$ cat config.mk
export PLATFORM = sky130hd
export DESIGN_NAME = program_counter
export DESIGN_NICKNAME = d
export VERILOG_FILES = /design/src/rtl/cpu_pkg.sv /design/src/rtl/jump_cond.sv /design/src/rtl/program_counter.sv
export SDC_FILE = /design/constraint.sdc
export NUM_CORES = 1
export LEC_CHECK = 0
export CORE_MARGIN = 3
export CORE_UTILIZATION = 46
export CTS_CLUSTER_SIZE = 14
export DETAILED_ROUTE_END_ITERATION = 8
export PLACE_DENSITY = 0.91
export SYNTH_ARGS = -nofsm -noshare
export SYNTH_HDL_FRONTEND = slang
export SYNTH_SLANG_ARGS = --single-unit
$ cat constraint.sdc
create_clock -name clk -period 3.44 [get_ports clk]
set_input_delay 0.344 -clock clk [delete_from_list [all_inputs] [get_ports clk]]
set_output_delay 0.344 -clock clk [all_outputs]
set_load 0.05 [all_outputs]
$ cat src/rtl/cpu_pkg.sv
// Shared definitions for the Hack-style CPU datapath: default width,
// jump-field encodings and the program-counter update selector.
package cpu_pkg;

    localparam int WIDTH = 16;

    typedef enum logic [2:0] {
        JMP_NULL = 3'b000,
        JMP_JGT  = 3'b001,
        JMP_JEQ  = 3'b010,
        JMP_JGE  = 3'b011,
        JMP_JLT  = 3'b100,
        JMP_JNE  = 3'b101,
        JMP_JLE  = 3'b110,
        JMP_JMP  = 3'b111
    } jmp_e;

    // Resolved action for one edge, already in priority order.
    typedef enum logic [1:0] {
        PC_HOLD,
        PC_INC,
        PC_JUMP,
        PC_STALL
    } pc_op_e;

endpackage

$ cat src/rtl/jump_cond.sv
// Jump condition evaluator: decides from the jump field and ALU flags whether
// a jump is taken. Purely combinational; flags are used exactly as given.
module jump_cond
    import cpu_pkg::*;
(
    input  logic [2:0] jmp,
    input  logic       zr,
    input  logic       ng,
    output logic       taken
);

    logic is_lt;
    logic is_eq;
    logic is_gt;

    assign is_lt = ng;
    assign is_eq = zr;
    assign is_gt = ~ng & ~zr;

    assign taken = (jmp[2] & is_lt) | (jmp[1] & is_eq) | (jmp[0] & is_gt);

endmodule

$ cat src/rtl/program_counter.sv
// Program counter: jump / increment / hold with stall and synchronous reset.
// Optional taken-jump counter is enabled with the PC_JUMP_COUNT_EN macro.
module program_counter #(
    parameter int WIDTH = cpu_pkg::WIDTH
) (
    input  logic             clk,
    input  logic             reset,
    input  logic [WIDTH-1:0] in,
    input  logic [2:0]       jmp,
    input  logic             zr,
    input  logic             ng,
    input  logic             inc,
    input  logic             stall,
    output logic [WIDTH-1:0] out,
`ifdef PC_JUMP_COUNT_EN
    output logic [WIDTH-1:0] jump_count,
`endif
    output logic             jumped
);

    import cpu_pkg::*;

    localparam logic [WIDTH-1:0] ONE = WIDTH'(1);

    logic             taken;
    pc_op_e           op;
    logic [WIDTH-1:0] out_q, out_d;
    logic             jumped_q, jumped_d;

    jump_cond u_jump_cond (
        .jmp   (jmp),
        .zr    (zr),
        .ng    (ng),
        .taken (taken)
    );

    // NOTE: every always_comb output gets a default first so no latch is inferred.
    always_comb begin
        op = PC_HOLD;
        if (stall)      op = PC_STALL;
        else if (taken) op = PC_JUMP;
        else if (inc)   op = PC_INC;
    end

    always_comb begin
        out_d    = out_q;
        jumped_d = 1'b0;
        case (op)
            PC_STALL: jumped_d = jumped_q;
            PC_JUMP: begin
                out_d    = in;
                jumped_d = 1'b1;
            end
            PC_INC:  out_d = out_q + ONE;
            default: ;
        endcase
    end

    // NOTE: sequential state uses non-blocking assignments so all registers update together.
    always_ff @(posedge clk) begin
        if (reset) begin
            out_q    <= '0;
            jumped_q <= 1'b0;
        end else begin
            out_q    <= out_d;
            jumped_q <= jumped_d;
        end
    end

    assign out    = out_q;
    assign jumped = jumped_q;

`ifdef PC_JUMP_COUNT_EN
    logic [WIDTH-1:0] jump_count_q, jump_count_d;

    // Saturating: once all ones, further taken jumps leave the count unchanged.
    always_comb begin
        jump_count_d = jump_count_q;
        if (op == PC_JUMP && jump_count_q != '1) jump_count_d = jump_count_q + ONE;
    end

    always_ff @(posedge clk) begin
        if (reset) jump_count_q <= '0;
        else       jump_count_q <= jump_count_d;
    end

    assign jump_count = jump_count_q;
`endif

endmodule

==> impl_results.rst, run 1 <==
.. list-table::
   :header-rows: 1

   * - Metric
     - Value
   * - Wire per inst
     - 15.1 µm
   * - Count of max-cap constraint violations
     - 0
   * - HP Start
     - out[15]
   * - Ratio of cells with drive above 1 in the final layout
     - 5.00%
   * - Startpoint of the worst register-to-register path
     - out[0]
   * - Hold-critical path endpoint
     - out[15]
   * - Floorplan row count
     - 16
   * - Async set or reset register ratio after synthesis
     - 0%
   * - I/O pin count
     - 42
   * - Number of buffers between clock root and the deepest sink
     - 2
   * - Portion of the clock cycle consumed by the worst path in the final layout
     - 76.0%
   * - Maximum ir drop on the vdd rail
     - 0.314 mV
   * - Outcome
     - completed
   * - Setup TNS after final layout
     - 0 ns
   * - Routability Congestion
     - 0.856
   * - Power density relative to cell area
     - 385 nW/µm²
   * - Top_reg_cell synth
     - sky130_fd_sc_hd__dfxtp_1
   * - P_leak
     - 0.522 nW
   * - R2R cell count
     - 5
   * - Number of antenna violations at the first check in global routing
     - 0
   * - Synth Cell Area
     - 1090 µm²
   * - Aggregate routed wire length
     - 3120 µm
   * - Commonest non-fill, non-tap cell in the layout
     - sky130_fd_sc_hd__clkdlybuf4s50_1
   * - Routed Antenna Nets
     - 0
   * - Shortest period the worst path allows
     - 2.62 ns
   * - Number of H-tree branching levels
     - 1
   * - Net Count, Synth
     - 170
   * - Clock tree sinks
     - 17
   * - Final setup violating endpoints
     - 0
   * - Slew at the pin with the worst max-slew slack
     - 0.666 ns
   * - Number of instances in the synthesized netlist
     - 141
   * - Post-layout net count
     - 210
   * - Maximum number of pins on one net before global-route repair
     - 26
   * - Synth warnings
     - 0
   * - Number of hold buffers added after CTS
     - 0
   * - Average cell area after synthesis
     - 7.71 µm²
   * - Max-Slew Margin vs Limit
     - 55.5%
   * - TritonCTS Buffers
     - 3
   * - Count of flip-flops with a built-in enable after synthesis
     - 0
   * - Cells on Worst Hold Path
     - 2
   * - Unrepaired setup endpoints after global routing
     - no
   * - Via count of the first global-routing pass
     - 1149
   * - Via Count
     - 1279
   * - Die outline width
     - 54.6 µm
   * - Hold slack
     - 0.524 ns
   * - Final clock skew
     - 0.00125 ns
   * - Final-report max-slew violation count
     - 0
   * - Final HPWL DP
     - 2310 µm
   * - Count of input and output buffers
     - 41
   * - Resized cells post-CTS
     - 0
   * - Clock transition at the registers of the reported paths
     - 0.10 ns
   * - Antenna diodes
     - 0
   * - Effective utilization at floorplan
     - 51.7%
   * - Startpoint Class
     - primary input
   * - Area delta synth->final
     - 41.9%
   * - GRT Resource Usage Total
     - 22.7%
   * - Hold Crit Class
     - flip-flop to flip-flop
   * - Setup Fix Bufs, Post-CTS
     - 0
   * - Worst Setup Path Type
     - primary input to flip-flop
   * - Largest fanout of any net on the critical path
     - 17
   * - Achievable Freq
     - 382 MHz
   * - Global-route wire length before repair
     - 4950 µm
   * - Endpoint class of the critical path
     - flip-flop
   * - Netlist cell types
     - 36
   * - Highest-count cells in the layout ignoring fill and taps
     - sky130_fd_sc_hd__clkdlybuf4s50_1 (41), sky130_fd_sc_hd__dfxtp_1 (17), sky130_fd_sc_hd__a21oi_1 (13), sky130_fd_sc_hd__nor2_1 (11), sky130_fd_sc_hd__nand3_1 (10)
   * - Iteration count of the initial detailed-routing pass
     - 4
   * - Required arrival time at the worst endpoint
     - 3.64 ns
   * - Area of the die
     - 2980 µm²
   * - Hold Vio Cnt, Final
     - 0
   * - Arrival time of data at the critical path endpoint
     - 2.82 ns
   * - Clock insertion delay at the later pin of the skew report
     - 0.29 ns
   * - Number of DRC markers after the initial detailed-route iteration
     - 32
   * - Clock tree from TritonCTS
     - built
   * - Drt drc
     - 0
   * - Via density per instance
     - 6.18
   * - Die H
     - 54.6 µm
   * - Cell at the root of the clock tree
     - sky130_fd_sc_hd__clkbuf_4
   * - Core ar.
     - 2100 µm²
   * - Terminus of the critical flop-to-flop path
     - out[10]
   * - Sequential-to-total area share from yosys stat
     - 31.3%
   * - Count of state elements after synthesis
     - 17
   * - Setup slack on the worst flop-to-flop path
     - 1.37 ns
   * - Remaining global-route overflow
     - 0
## cell usage after synthesis (2+ instances only)
library cell / count / area share, %
sky130_fd_sc_hd__a211oi_1: 4 / 2.8
sky130_fd_sc_hd__a21oi_1: 13 / 6.0
sky130_fd_sc_hd__a22oi_1: 8 / 5.5
sky130_fd_sc_hd__a31oi_1: 5 / 2.9
sky130_fd_sc_hd__clkbuf_1: 8 / 2.8
sky130_fd_sc_hd__dfxtp_1: 17 / 31
sky130_fd_sc_hd__ha_1: 4 / 4.6
sky130_fd_sc_hd__inv_1: 6 / 2.1
sky130_fd_sc_hd__mux2i_1: 3 / 2.8
sky130_fd_sc_hd__nand2_1: 7 / 2.4
sky130_fd_sc_hd__nand2b_1: 3 / 1.7
sky130_fd_sc_hd__nand3_1: 10 / 4.6
sky130_fd_sc_hd__nand3b_1: 2 / 1.4
sky130_fd_sc_hd__nand4_1: 2 / 1.2
sky130_fd_sc_hd__nand4_2: 2 / 2.3
sky130_fd_sc_hd__nor2_1: 11 / 3.8
sky130_fd_sc_hd__nor2b_1: 2 / 1.2
sky130_fd_sc_hd__nor3_1: 5 / 2.3
sky130_fd_sc_hd__nor4_1: 4 / 2.3
sky130_fd_sc_hd__o21a_1: 2 / 1.4
sky130_fd_sc_hd__o21ai_0: 5 / 2.3
sky130_fd_sc_hd__o22ai_1: 2 / 1.2
sky130_fd_sc_hd__or3_1: 2 / 1.2
sky130_fd_sc_hd__or4_1: 2 / 1.4
## report_power, final
part	internal, mW	leakage, nW	switching [mW]	total (mW)
logic	0.0948	0.367	0.140	0.234
clock network	0.0451	0.0150	0.0627	0.108
registers	0.218	0.140	0.0337	0.251
## flip-flops by register name, indices dropped and copies added, names as in the netlist
signal,cells
out,16
jumped,1
## critical path: stages
cell and delay, ns:
sky130_fd_sc_hd__clkdlybuf4s50_1 0.48, sky130_fd_sc_hd__nor3b_1 0.05, sky130_fd_sc_hd__a221oi_1 0.29, sky130_fd_sc_hd__nand2b_1 0.15, sky130_fd_sc_hd__ha_1 0.62, sky130_fd_sc_hd__inv_1 0.11
sky130_fd_sc_hd__nor2_1 0.42, sky130_fd_sc_hd__a22oi_1 0.14, sky130_fd_sc_hd__a31oi_1 0.20
## layout make-up
cell class	count	area (µm²)
Clock buffer	4	26.3
Tap cell	27	33.8
Multi-Input combinational cell	109	691
Inverter	7	26.3
Sequential cell	17	340
Timing Repair Buffer	43	425
Fill cell	168	559
## metrics by stage
step / instances / area (µm²) / power [mW] / util, % / setup slack, ns
finish: 207 / 1540 / 0.594 / 73.4 / 0.824
detailed placement: 203 / 1520 / 0.489 / 72.1 / 0.541
floorplan: 141 / 1090 / 0.396 / - / 1.28
global route: 207 / 1540 / 0.625 / 73.4 / 0.583
CTS: 207 / 1540 / 0.596 / 73.4 / 0.823
global placement: 203 / 1520 / 0.482 / 72.1 / 0.654
## worst max-delay path by stage
stage | start | endpoint | cells past startpoint
finish | ng | out[14] | 9
global placement | zr | out[12] | 9
CTS | ng | out[14] | 9
floorplan | out[0] | out[10] | 5
global route | ng | out[14] | 9
detailed placement | ng | out[14] | 9
## cells by family after synthesis
family	after synthesis	synth area share, %
AO/OA/AOI/OAI	47	28.7
buffers and inverters	15	5.18
AND/OR/NAND/NOR	55	27.5
flip-flops	17	31.3
multiplexers	3	2.76
adder cells (fa/ha/maj)	4	4.60
## per-layer routing
layer | global-route usage (%) | wire length, µm
met5 | 0 | 0
met3 | 3.00 | 210
met2 | 37.6 | 1540
met4 | 11.6 | 86
met1 | 28.4 | 1280
Note: power is estimated with default switching activity, not from simulation.
==> inputs of run 2 (changes only) <==
Settings changed: CORE_ASPECT_RATIO from default to 0.5, CORE_UTILIZATION 46 to 39, PLACE_DENSITY 0.91 to 0.82.
Clock period 3.44 ns to 2.2 ns, I/O delays scaled along.
==> run 2 against run 1 <==
Compared with the run above:
- flip-flop and latch count unchanged
- sequential share of layout area down 2.2 points
- cell area up 11%
- die area up 17%
- largest cell class unchanged
- largest power group is now combinational cells
- highest routed layer unchanged
==> impl_results.rst, run 2 (synthesis results as in run 1) <==
.. list-table::
   :header-rows: 1

   * - Metric
     - Value
   * - Number of DRC markers after the initial detailed-route iteration
     - 97
   * - Unrepaired setup endpoints after global routing
     - yes
   * - GRT Resource Usage Total
     - 19.3%
   * - Final HPWL DP
     - 2480 µm
   * - P_leak
     - 0.602 nW
   * - Setup slack on the worst flop-to-flop path
     - 0.32 ns
   * - TritonCTS Buffers
     - 3
   * - Number of buffers and inverters on the critical path
     - 2
   * - Drt drc
     - 0
   * - Final setup violating endpoints
     - 0
   * - Pre-CTS setup slack
     - -0.233 ns
   * - I/O pin count
     - 42
   * - Hold Crit Class
     - flip-flop to flip-flop
   * - Via density per instance
     - 5.74
   * - Die outline width
     - 80.7 µm
   * - Aggregate routed wire length
     - 3490 µm
   * - Outcome
     - completed
   * - Power density relative to cell area
     - 612 nW/µm²
   * - Via Count
     - 1321
   * - Core Util, Final
     - 70.9%
   * - Startpoint of the worst register-to-register path
     - out[0]
   * - Portion of the clock cycle consumed by the worst path in the final layout
     - 93.8%
   * - Clock insertion delay at the later pin of the skew report
     - 0.26 ns
   * - Worst setup margin
     - 0.137 ns
   * - Final Power
     - 1.05 mW
   * - Max-Slew Margin vs Limit
     - 49.4%
   * - Placed Instances
     - 226
   * - Final std cell area, no fill
     - 1710 µm²
   * - Setup Fix Bufs, Post-CTS
     - 0
   * - Hold slack
     - 0.512 ns
   * - Largest fanout of any net on the critical path
     - 6
   * - Startpoint Class
     - primary input
   * - Area delta synth->final
     - 57.5%
   * - Count of max-cap constraint violations
     - 0
   * - Fill cell instance count of the final layout
     - 214
   * - Clock transition at the registers of the reported paths
     - 0.07 ns
   * - R2R cell count
     - 5
   * - Cell at the root of the clock tree
     - sky130_fd_sc_hd__clkbuf_8
   * - Arrival time of data at the critical path endpoint
     - 2.23 ns
   * - Resized cells post-CTS
     - 0
   * - Via count of the first global-routing pass
     - 1213
   * - Required arrival time at the worst endpoint
     - 2.37 ns
   * - Cells on Worst Hold Path
     - 2
   * - Number of H-tree branching levels
     - 1
   * - Worst Setup Path Type
     - primary input to flip-flop
   * - Endpoint class of the critical path
     - flip-flop
   * - Routability Congestion
     - 0.776
   * - Post-placement cell area
     - 1640 µm²
   * - Slowest cell delay on critical path
     - 0.52 ns
   * - Count of input and output buffers
     - 41
   * - Number of hold buffers added after CTS
     - 0
   * - Clock tree sinks
     - 17
   * - Terminus of the critical flop-to-flop path
     - out[10]
   * - Maximum ir drop on the vdd rail
     - 0.315 mV
   * - Max FFs per register
     - 16
   * - Clock tree from TritonCTS
     - built
   * - Setup TNS after final layout
     - 0 ns
   * - Hold Vio Cnt, Final
     - 0
   * - Shortest period the worst path allows
     - 2.06 ns
   * - Termination of the worst setup path
     - out[13]
   * - Ratio of cells with drive above 1 in the final layout
     - 16.4%
   * - Effective utilization at floorplan
     - 45.0%
   * - Chain of cells forming the critical path
     - clkdlybuf4s50_1, nor3b_2, a221oi_2, a21o_1, ha_2, buf_4, nand2_2, or3_1, a31oi_1
   * - Global-route wire length before repair
     - 5340 µm
   * - Iteration count of the initial detailed-routing pass
     - 4
   * - Number of buffers between clock root and the deepest sink
     - 2
   * - Antenna diodes
     - 0
   * - Final clock skew
     - 0.00944 ns
   * - Commonest non-fill, non-tap cell in the layout
     - sky130_fd_sc_hd__clkdlybuf4s50_1
   * - Slew at the pin with the worst max-slew slack
     - 0.756 ns
   * - Routed Antenna Nets
     - 0
   * - Maximum number of pins on one net before global-route repair
     - 19
   * - Area of the die
     - 3500 µm²
   * - Wire per inst
     - 15.2 µm
   * - Achievable Freq
     - 485 MHz
   * - Core ar.
     - 2420 µm²
   * - Total number of cells along the worst setup path
     - 9
   * - Finished Layout Cells
     - 230
   * - Cell type of the slowest stage on the worst timing path
     - sky130_fd_sc_hd__clkdlybuf4s50_1
   * - Highest-count cells in the layout ignoring fill and taps
     - sky130_fd_sc_hd__clkdlybuf4s50_1 (41), sky130_fd_sc_hd__dfxtp_1 (17), sky130_fd_sc_hd__buf_4 (17), sky130_fd_sc_hd__a21oi_1 (13), sky130_fd_sc_hd__nor2_1 (11)
   * - Die H
     - 43.3 µm
   * - Post-layout net count
     - 225
   * - Number of antenna violations at the first check in global routing
     - 0
   * - Final-report max-slew violation count
     - 0
   * - Cell type group with the largest total delay on the critical path
     - buffers and inverters
   * - Floorplan row count
     - 12
   * - CP Launch Point
     - ng
   * - Remaining global-route overflow
     - 0
-- run 2: cell types whose count changed in the layout (fill, tap and decap cells not counted), moves of 2 or more --
cell and delta:
sky130_fd_sc_hd__buf_4 +15, sky130_fd_sc_hd__clkbuf_4 -3, sky130_fd_sc_hd__clkbuf_8 +3, sky130_fd_sc_hd__ha_1 -2
sky130_fd_sc_hd__ha_2 +2
-- run 2: where the power goes --
group | total, mW | internal, mW | switching (mW)
Clock | 0.251 | 0.128 | 0.123
Sequential | 0.393 | 0.340 | 0.0525
Combinational | 0.405 | 0.177 | 0.228
Total | 1.05 | 0.645 | 0.403
-- run 2: worst min path at each step --
stage                        from  endpoint  slack, ns
after floorplan             in[9]    out[9]       0.40
after global placement     jumped    jumped       0.48
after detailed placement   jumped    jumped       0.50
after CTS                 out[15]   out[15]       0.52
after global routing      out[15]   out[15]       0.55
final                     out[15]   out[15]       0.51
-- run 2: worst min-delay path: cells and delay by family, from the launching register on --
family | cells | cell delay (ns)
and+or+nand+nor | 1 | 0.07
DFF | 1 | 0.33
AOI/OAI and AO/OA | 1 | 0.06
-- run 2: area by class of cell --
| cell class | count | area, µm² | share of cell area (%) |
|---|---|---|---|
| sequential | 17 | 340 | 19.9 |
| clock inverter | 1 | 7.51 | 0.438 |
| clock buffer | 3 | 41.3 | 2.41 |
| timing repair buffer | 58 | 538 | 31.4 |
| tap | 35 | 43.8 | 2.56 |
| inverter | 7 | 26.3 | 1.53 |
| multi-input combinational | 109 | 716 | 41.8 |
-- run 2: per-layer routing --
metal	wire length, µm	track usage [%]
met4	75	5.05
met3	250	4.98
met1	1590	25.5
met2	1570	31.6
met5	0	0
